## config.mk

```make
export PLATFORM = sky130hd
export DESIGN_NAME = riscv_muldiv
export DESIGN_NICKNAME = d
export VERILOG_FILES = /design/src/rtl/riscv_pkg.sv /design/src/rtl/riscv_div_iter.sv /design/src/rtl/riscv_muldiv.sv
export SDC_FILE = /design/constraint.sdc
export NUM_CORES = 2
export LEC_CHECK = 0
export ABC_AREA = 1
export CELL_PAD_IN_SITES_DETAIL_PLACEMENT = 1
export CELL_PAD_IN_SITES_GLOBAL_PLACEMENT = 2
export CORE_MARGIN = 8
export CORE_UTILIZATION = 35
export DETAILED_ROUTE_END_ITERATION = 8
export PLACE_DENSITY_LB_ADDON = 0.12
export SLEW_MARGIN = 20
export SYNTH_ARGS = -nofsm -noshare
export SYNTH_HDL_FRONTEND = slang
export SYNTH_SLANG_ARGS = --single-unit
export TNS_END_PERCENT = 10
```

## constraint.sdc

```tcl
create_clock -name clk_i -period 9.2 [get_ports clk_i]
set_input_delay 1.84 -clock clk_i [delete_from_list [all_inputs] [get_ports clk_i]]
set_output_delay 1.84 -clock clk_i [all_outputs]
set_load 0.03 [all_outputs]
```

## src/rtl/riscv_pkg.sv

```systemverilog
// Shared definitions for the RV32M multiply/divide unit.
//   muldiv_op_e    : operation code, identical to the RV32M funct3 field
//   muldiv_state_e : control FSM states of riscv_muldiv
//   DIV_STEPS      : quotient bits produced by the iterative divider
package riscv_pkg;

   localparam int unsigned DIV_STEPS = 32;

   typedef enum logic [2:0] {
      MUL    = 3'd0,
      MULH   = 3'd1,
      MULHSU = 3'd2,
      MULHU  = 3'd3,
      DIV    = 3'd4,
      DIVU   = 3'd5,
      REM    = 3'd6,
      REMU   = 3'd7
   } muldiv_op_e;

   typedef enum logic [2:0] {
      StIdle = 3'd0,
      StMul  = 3'd1,
      StDiv  = 3'd2,
      StFix  = 3'd3,
      StDone = 3'd4
   } muldiv_state_e;

endpackage

```

## src/rtl/riscv_div_iter.sv

```systemverilog
// Iterative unsigned restoring divider, one quotient bit per step.
//   clk_i, rst_ni  : clock, asynchronous active-low reset
//   start_i        : load dividend/divisor and clear the step counter
//   step_i         : perform one iteration this cycle
//   dividend_i     : unsigned dividend (magnitude)
//   divisor_i      : unsigned divisor (magnitude)
//   done_o         : high during the cycle whose step produces the last bit
//   quotient_o     : quotient register
//   remainder_o    : partial / final remainder register
module riscv_div_iter #(
   parameter int unsigned W = 32
) (
   input  logic         clk_i,
   input  logic         rst_ni,
   input  logic         start_i,
   input  logic         step_i,
   input  logic [W-1:0] dividend_i,
   input  logic [W-1:0] divisor_i,
   output logic         done_o,
   output logic [W-1:0] quotient_o,
   output logic [W-1:0] remainder_o
);
   import riscv_pkg::*;

   localparam int unsigned CntW = $clog2(DIV_STEPS);

   logic [CntW-1:0] cnt_q, cnt_d;
   logic [W-1:0]    quo_q, quo_d;
   logic [W-1:0]    rem_q, rem_d;
   logic [W-1:0]    dvs_q, dvs_d;
   logic [W:0]      shifted;
   logic [W-1:0]    diff;
   logic            fits;

   // The partial remainder stays below the divisor, so the difference fits in
   // W bits and modulo-W subtraction gives the exact restored value.
   assign shifted = {rem_q, quo_q[W-1]};
   assign fits    = (shifted >= {1'b0, dvs_q});
   assign diff    = shifted[W-1:0] - dvs_q;

   always_comb begin
      cnt_d = cnt_q;
      quo_d = quo_q;
      rem_d = rem_q;
      dvs_d = dvs_q;
      if (start_i) begin
         cnt_d = '0;
         quo_d = dividend_i;
         rem_d = '0;
         dvs_d = divisor_i;
      end else if (step_i) begin
         cnt_d = cnt_q + 1'b1;
         quo_d = {quo_q[W-2:0], fits};
         rem_d = fits ? diff : shifted[W-1:0];
      end
   end

   always_ff @(posedge clk_i or negedge rst_ni) begin
      if (!rst_ni) begin
         cnt_q <= '0;
         quo_q <= '0;
         rem_q <= '0;
         dvs_q <= '0;
      end else begin
         cnt_q <= cnt_d;
         quo_q <= quo_d;
         rem_q <= rem_d;
         dvs_q <= dvs_d;
      end
   end

   assign done_o      = step_i & (cnt_q == CntW'(DIV_STEPS - 1));
   assign quotient_o  = quo_q;
   assign remainder_o = rem_q;

endmodule

```

## src/rtl/riscv_muldiv.sv

```systemverilog
// Multi-cycle RV32M execute unit (MUL/MULH/MULHSU/MULHU/DIV/DIVU/REM/REMU).
//   clk_i, rst_ni : clock, asynchronous active-low reset
//   start_i       : request, taken in IDLE or DONE
//   op_i          : RV32M funct3
//   rs1_i, rs2_i  : operands
//   rd_addr_i     : destination register
//   kill_i        : abort in-flight op, no write-back
//   busy_o        : unit occupied (MUL, DIV, FIX)
//   valid_o       : one-cycle write-back strobe
//   result_o      : write-back data, held until the next strobe
//   rd_addr_o     : write-back address, held with result_o
module riscv_muldiv #(
   parameter int unsigned XLEN         = 32,
   parameter bit          FAST_SPECIAL = 1'b1
) (
   input  logic            clk_i,
   input  logic            rst_ni,
   input  logic            start_i,
   input  logic [2:0]      op_i,
   input  logic [XLEN-1:0] rs1_i,
   input  logic [XLEN-1:0] rs2_i,
   input  logic [4:0]      rd_addr_i,
   input  logic            kill_i,
   output logic            busy_o,
   output logic            valid_o,
   output logic [XLEN-1:0] result_o,
   output logic [4:0]      rd_addr_o
);
   import riscv_pkg::*;

   localparam logic [XLEN-1:0] IntMin = {1'b1, {(XLEN-1){1'b0}}};

   muldiv_state_e   state_q, state_d;
   logic [2:0]      op_q, op_d;
   logic [XLEN-1:0] a_q, a_d, b_q, b_d;
   logic [4:0]      rd_q, rd_d;
   logic [XLEN-1:0] result_q, result_d;
   logic [4:0]      rd_out_q, rd_out_d;

   logic            accept, in_signed, in_zero, in_ovf, in_special, div_start, div_done;
   logic [XLEN-1:0] in_mag_a, in_mag_b, quo, rem;

   assign accept     = start_i & ~kill_i & ((state_q == StIdle) | (state_q == StDone));
   assign in_signed  = ~op_i[0];
   assign in_zero    = (rs2_i == '0);
   assign in_ovf     = in_signed & (rs1_i == IntMin) & (rs2_i == '1);
   assign in_special = FAST_SPECIAL & op_i[2] & (in_zero | in_ovf);
   assign div_start  = accept & op_i[2] & ~in_special;
   assign in_mag_a   = (in_signed & rs1_i[XLEN-1]) ? -rs1_i : rs1_i;
   assign in_mag_b   = (in_signed & rs2_i[XLEN-1]) ? -rs2_i : rs2_i;

   riscv_div_iter #(
      .W (XLEN)
   ) u_div (
      .clk_i       (clk_i),
      .rst_ni      (rst_ni),
      .start_i     (div_start),
      .step_i      (state_q == StDiv),
      .dividend_i  (in_mag_a),
      .divisor_i   (in_mag_b),
      .done_o      (div_done),
      .quotient_o  (quo),
      .remainder_o (rem)
   );

   // 33x33 signed product; sign-extending to 2*XLEN keeps the low 2*XLEN bits exact.
   logic              mul_a_sgn, mul_b_sgn;
   logic [XLEN:0]     mul_a, mul_b;
   logic [2*XLEN-1:0] mul_prod;
   logic [XLEN-1:0]   mul_res;

   assign mul_a_sgn = (op_q != MULHU);
   assign mul_b_sgn = (op_q == MUL) | (op_q == MULH);
   assign mul_a     = {mul_a_sgn & a_q[XLEN-1], a_q};
   assign mul_b     = {mul_b_sgn & b_q[XLEN-1], b_q};
   assign mul_prod  = {{(XLEN-1){mul_a[XLEN]}}, mul_a} * {{(XLEN-1){mul_b[XLEN]}}, mul_b};
   assign mul_res   = (op_q == MUL) ? mul_prod[XLEN-1:0] : mul_prod[2*XLEN-1:XLEN];

   // Sign restore and RISC-V special cases. Specials are resolved here in both
   // modes; with FAST_SPECIAL they skip the divider and arrive straight in FIX.
   logic            s_a, s_b;
   logic [XLEN-1:0] q_fix, r_fix, div_res;

   always_comb begin
      s_a   = ~op_q[0] & a_q[XLEN-1];
      s_b   = ~op_q[0] & b_q[XLEN-1];
      q_fix = (s_a ^ s_b) ? -quo : quo;
      r_fix = s_a ? -rem : rem;
      if (b_q == '0) begin
         q_fix = '1;
         r_fix = a_q;
      end else if (~op_q[0] & (a_q == IntMin) & (b_q == '1)) begin
         q_fix = IntMin;
         r_fix = '0;
      end
      div_res = op_q[1] ? r_fix : q_fix;
   end

   always_comb begin
      state_d  = state_q;
      op_d     = op_q;
      a_d      = a_q;
      b_d      = b_q;
      rd_d     = rd_q;
      result_d = result_q;
      rd_out_d = rd_out_q;
      unique case (state_q)
         StIdle, StDone: begin
            if (accept) begin
               op_d = op_i;
               a_d  = rs1_i;
               b_d  = rs2_i;
               rd_d = rd_addr_i;
               if (!op_i[2])       state_d = StMul;
               else if (in_special) state_d = StFix;
               else                 state_d = StDiv;
            end else begin
               state_d = StIdle;
            end
         end
         StMul: begin
            state_d  = StDone;
            result_d = mul_res;
            rd_out_d = rd_q;
         end
         StDiv: begin
            if (div_done) state_d = StFix;
         end
         StFix: begin
            state_d  = StDone;
            result_d = div_res;
            rd_out_d = rd_q;
         end
         default: state_d = StIdle;
      endcase
      // Kill wins over everything, including a same-cycle start.
      if (kill_i) begin
         state_d  = StIdle;
         result_d = result_q;
         rd_out_d = rd_out_q;
      end
   end

   always_ff @(posedge clk_i or negedge rst_ni) begin
      if (!rst_ni) begin
         state_q  <= StIdle;
         op_q     <= '0;
         a_q      <= '0;
         b_q      <= '0;
         rd_q     <= '0;
         result_q <= '0;
         rd_out_q <= '0;
      end else begin
         state_q  <= state_d;
         op_q     <= op_d;
         a_q      <= a_d;
         b_q      <= b_d;
         rd_q     <= rd_d;
         result_q <= result_d;
         rd_out_q <= rd_out_d;
      end
   end

   assign busy_o    = (state_q == StMul) | (state_q == StDiv) | (state_q == StFix);
   assign valid_o   = (state_q == StDone) & ~kill_i;
   assign result_o  = result_q;
   assign rd_addr_o = rd_out_q;

endmodule

```

# Word-level counts from Yosys, hierarchy flattened
# Cells that the tools add are included.
[totals] ff_bits=213 input_bits=76 out_inout_bits=39 wordCells=93
[op_classes] n_addsub=6 n_mul=1 order_cmp=1 eq_ne=12 muxes=24 n_bitwise=27 reduce_logical=11
[ops] operator="$mux W32" n=15
[ops] operator="$eq A32 B32 Y1 const B" n=4
[ops] operator="$neg A32 Y32" n=4
[ops] operator="$logic_not A32 Y1" n=2
[ops] operator="$mul A33 B33 Y64" n=1
[ops] operator="$pmux W32 S2" n=1
[ops] operator="$ge A33 B32 Y1" n=1
[ops] operator="$sub A32 B32 Y32" n=1
[ops] operator="$and A1 B1 Y1" n=17
[ops] operator="$mux W5" n=2
[ops] operator="$mux W3" n=3
[ops] operator="$pmux W3 S3" n=1
[ops] operator="$eq A3 B1 Y1 const B" n=2
[ops] operator="$eq A3 B2 Y1 const B" n=2
[ops] operator="$logic_not A3 Y1" n=2
[ops] operator="$reduce_and A2 Y1" n=3
[ops] operator="$add A5 B1 Y5 const B" n=1
[ops] operator="$eq A5 B5 Y1 const B" n=1
[ops] operator="$or A1 B1 Y1" n=5
[ops] operator="$not A1 Y1" n=4
[ops] operator="$reduce_bool A2 Y1" n=2
[ops] operator="$reduce_or A2 Y1" n=2
[ops] operator="$eq A3 B3 Y1 const B" n=1
[ops] operator="$ne A3 B2 Y1 const B" n=1
[ops] operator="4 further kinds" n=4

# Logic depth before layout (Yosys ltp)
[depth] depth_word=10 mapped_depth=37 depth_no_buf=36

# Hierarchy
# A second synthesis with hierarchy kept.
[unflattened] hier_cells=7634 hier_area_um2=56579.3
[by_module_without_submodules] module="riscv_muldiv" n_inst=1 cells_per_inst=6576 area_per_inst_um2=49525.0
[by_module_without_submodules] module="riscv_div_iter" n_inst=1 cells_per_inst=1058 area_per_inst_um2=7054.3

# Worst setup path after synthesis
# OpenSTA, ideal clock, no wires.
[synth_timing] path_type="flip-flop to flip-flop" startpoint="register op_q[0]" endpoint="register result_q[31] (netlist: result_o[31])" arrival_time_ns=7.896 path_slack_ns=1.227 stages_incl_launch_ff=34 path_buffers=2 period_less_slack_ns=7.973 cell_sequence="dfrtp_1 > buf_2 > nand3_1 > nand2_1 > clkbuf_1 > nor2_1 > fa_1 > inv_1 > fa_1 > inv_1 > fa_1 > inv_1 > fa_1 > inv_1 > fa_1 > fa_1 > fa_1 > inv_1 > fa_1 > inv_1 > ha_1 > nand2_1 > nor2_1 > nand2_1 > nor4_1 > and2_1 > nand2_1 > nand2_1 > inv_1 > nand2_1 > nand3_1 > nand2_1 > nand2_1 > a21oi_1"
[synth_between] elab_chain_len=8
[synth_rtl] item="start, declared" line="riscv_muldiv.sv:34" source="logic [2:0] op_q, op_d;"
[synth_rtl] item="start signal, assigned" line="riscv_muldiv.sv:155" source="op_q <= op_d;"
[synth_rtl] item="branches (longest 7 deep; another with $mul A33 B33 Y64)"
[synth_rtl] item="$pmux W32 S2 (*)" line="riscv_muldiv.sv:107" source="unique case (state_q)"
[synth_rtl] item="end signal, assigned" line="riscv_muldiv.sv:159" source="result_q <= result_d;"
[synth_rtl] item="end, declared" line="riscv_muldiv.sv:37" source="logic [XLEN-1:0] result_q, result_d;"
# Mark *: on every way between the ends.
# A chain may end at the register's enable or synchronous reset.

# Worst setup path in the final report
[layout_timing] startpoint="register a_q[10]" endpoint="register result_q[3] (netlist: result_o[3])"
[layout_between] elab_chain_len=7
[layout_rtl] item="start, declared" line="riscv_muldiv.sv:35" source="logic [XLEN-1:0] a_q, a_d, b_q, b_d;"
[layout_rtl] item="start signal, assigned" line="riscv_muldiv.sv:148" source="a_q <= '0;"
[layout_rtl] item="start signal, assigned" line="riscv_muldiv.sv:156" source="a_q <= a_d;"
[layout_rtl] item="branches (longest 6 deep; another with $mul A33 B33 Y64)"
[layout_rtl] item="$pmux W32 S2 (*)" line="riscv_muldiv.sv:107"
# Marked as above.

==> results.py <==
metrics = {
    "outcome": {
        "status": "complete, no violations",
    },
    "cells_and_area": {
        "drive_gt1_share_pct": 4.23,
        "area_growth_pct": 8.56,
        "layout.nets": 8919,
        "design_area_um2": 60800,
        "fillCellCount": 19600,
    },
    "min_path": {
        "worstHoldStart": "u_div.dvs_q[4]",
        "hold_class": "flip-flop to flip-flop",
    },
    "sta": {
        "fin_crit_ns": 8.88,
        "fin_skew_ns": 0.0163,
        "tightestPinTransition_ns": 1.13,
        "timing.final.crit_share_pct": 96.5,
        "rsz0062_at_grt": "no",
        "fmax_mhz": 113,
        "finalSetupViolCount": 0,
        "tns_ns": 0,
        "slew_viol_final": 0,
        "hold_violations": 0,
        "max_slew_margin_pct": 24.4,
    },
    "placement": {
        "port_buffers": 114,
        "gp_congestion": 0.954,
        "hpwl_um": 197000,
        "place_area_um2": 59800,
    },
    "setup_path": {
        "startpoint_type": "flip-flop",
        "r2r-start": "a_q[10]",
        "critPathSlowestCell": "dfrtp_2",
        "cp_common_cell": "nand2_1",
        "critical_path_class": "flip-flop to flip-flop",
        "crit_start": "a_q[10]",
        "cp_max_fo": 30,
        "rr_worst_depth": 29,
        "reg2reg_slack_ns": 0.32,
        "endpoint_kind": "flip-flop",
        "arrival_ns": 9.36,
        "rr_endpoint": "result_o[3]",
        "crit_end": "result_o[3]",
        "cp_slowest_stage_delay_ns": 1.05,
        "worstPathRequired_ns": 9.69,
    },
    "detailed_routing": {
        "via_count": 48600,
        "drc": 0,
        "wl_per_cell_um": 24.6,
        "dr.first_iter.drc_count": 2580,
        "firstDrtPassIters": 5,
        "drt.antenna.violating_nets": 0,
        "via_per_inst": 5.08,
        "drt-total-wl_um": 235000,
    },
    "die": {
        "dieArea_um2": 173000,
        "die_w_um": 416,
        "ios": 115,
        "die_h_um": 416,
        "core_area_um2": 159000,
        "initial_core_util_pct": 35.3,
        "rows": 146,
    },
    "yosys": {
        "ys_seq_elements": 213,
        "syn_area_um2": 56000,
        "syn_inst": 7509,
        "synth_nets": 8962,
        "synth.yosys.warnings": 0,
        "synth_area_per_cell_um2": 7.45,
        "synth_ff_type": "dfrtp_1",
        "synth_cell_type_count": 50,
        "ys_seq_area_share_pct": 9.52,
        "synth_edf_count": 0,
        "ys_async_sr_fraction_pct": 100,
    },
    "cts": {
        "cts_made_buffers": 28,
        "cts_tree": "built",
        "root_buffer": "clkbuf_16",
        "cts.clk_slew.worst_paths_ns": 0.07,
        "htree_levels": 1,
        "numClockSinks": 213,
        "clk_latency_ns": 0.60,
        "clockBufferDepth": 3,
    },
    "global_routing": {
        "globalRouteOverflowTotal": 0,
        "grt_max_degree": 103,
        "grt_usage_pct": 27.2,
        "antenna_found_initial": 8,
        "grt_pass1_vias": 54100,
        "grt_pass1_wl_um": 357000,
    },
    "job": {
        "cap_violations": 0,
    },
}
synthesized netlist by cell type, types with 16 or more instances:
cell type / number / area (um^2)
ha_1: 251 / 3140
nor3_1: 54 / 270
o21ai_0: 271 / 1360
inv_1: 1905 / 7150
buf_2: 85 / 425
nand4_1: 84 / 526
nand2_1: 2005 / 7530
nor4_1: 23 / 144
nor2_1: 377 / 1420
o21bai_1: 16 / 120
o21ai_1: 48 / 240
a21oi_1: 216 / 1080
dfrtp_1: 213 / 5330
buf_1: 125 / 469
inv_2: 28 / 105
or2_2: 20 / 125
nand3_1: 262 / 1310
fa_1: 1126 / 22500
clkbuf_1: 132 / 495
xor2_1: 103 / 902
layer usage:
layer / global-route usage (%) / vias up / share of wire, %
met2: 46.6 / 1114 / 48
li1: - / 21800 / -
met3: 2.91 / 301 / 4.7
met1: 36.6 / 25400 / 44
met5: 0 / - / 0.0051
met4: 7.40 / 2 / 3.2
critical path: cells and delay by family (launching register included):
family	cells	cell delay, ns
AOI/OAI and AO/OA	2	0.31
adders and majority gates	9	4.64
DFF	1	1.05
and+or+nand+nor	12	2.10
buffers and inverters	6	0.60
final cells by class:
class,instances,area [um^2],area share (%)
diodes,3,7.51,0.0124
clock buffers,37,816,1.34
clock inverters,14,139,0.229
inverters,1936,7270,12.0
multi-input cells,5009,41900,69.0
flip-flops and latches,213,5360,8.81
well taps,2072,2590,4.27
repair buffers,278,2650,4.37
placed cells by master (no fill, tap or decap), types with 7 or more instances in the layout:
cell,instances
nand2_1,2003
inv_1,1905
fa_1,1126
nor2_1,377
o21ai_0,271
nand3_1,260
ha_1,251
a21oi_1,216
dfrtp_1,193
buf_4,142
clkdlybuf4s50_1,113
xor2_1,103
nand4_1,84
nor3_1,53
o21ai_1,48
inv_2,29
clkbuf_16,29
nor4_1,23
buf_12,22
or2_2,20
dfrtp_2,20
o21bai_1,16
xnor2_1,15
o221ai_1,15
o211ai_1,14
nand3b_1,14
o22ai_1,13
nand2_2,10
a21o_1,10
a21boi_1,9
o31ai_1,7
o21a_1,7
how the worst min path moves through the flow:
| stage | end | slack [ns] | cells past startpoint |
|---|---|---|---|
| final | u_div.dvs_q[4] | 0.50 | 2 |
| after global routing | u_div.dvs_q[28] | 0.52 | 2 |
| after CTS | u_div.dvs_q[5] | 0.50 | 2 |
| after detailed placement | u_div.dvs_q[14] | 0.48 | 2 |
| after global placement | result_o[13] | 0.47 | 2 |
| after floorplan | u_div.dvs_q[12] | 0.45 | 2 |
flip-flops by register name, summed over array words and instances, names as in the netlist:
signal and flops:
u_div.cnt_q 5, op_q 3, state_q 3, a_q 32, u_div.quotient_o 32, rd_addr_o 5, result_o 32, rd_q 5
u_div.dvs_q 32, u_div.remainder_o 32, b_q 32
metrics by stage:
step / util [%] / setup WS, ns / hold WS, ns / std cells
final: 38.3 / 0.323 / 0.497 / 9562
after global routing: 38.3 / 0.0292 / 0.525 / 9559
after CTS: 38.3 / 0.301 / 0.499 / 9559
after detailed placement: 37.7 / 0.356 / 0.484 / 9508
after global placement: 37.7 / 0.276 / 0.469 / 9508
after floorplan: - / 1.23 / 0.453 / 7509
repair_timing:
item                                    CTS  global route
buffers inserted                          0             0
endpoints found under the setup margin    0            10
hold buffers                              0             0
resized for setup                         0             2
kinds of logic after synthesis:
family / share of synthesized area (%)
adders and majority gates: 45.9
AOI/OAI and AO/OA: 6.27
xor gates and xnor gates: 1.85
DFF: 9.52
and+or+nand+nor: 20.8
buffers and inverters: 15.6
Power is left out: the tool's default activity adds up to more than one toggle a clock period on the data nets, which glitch-free logic cannot reach.
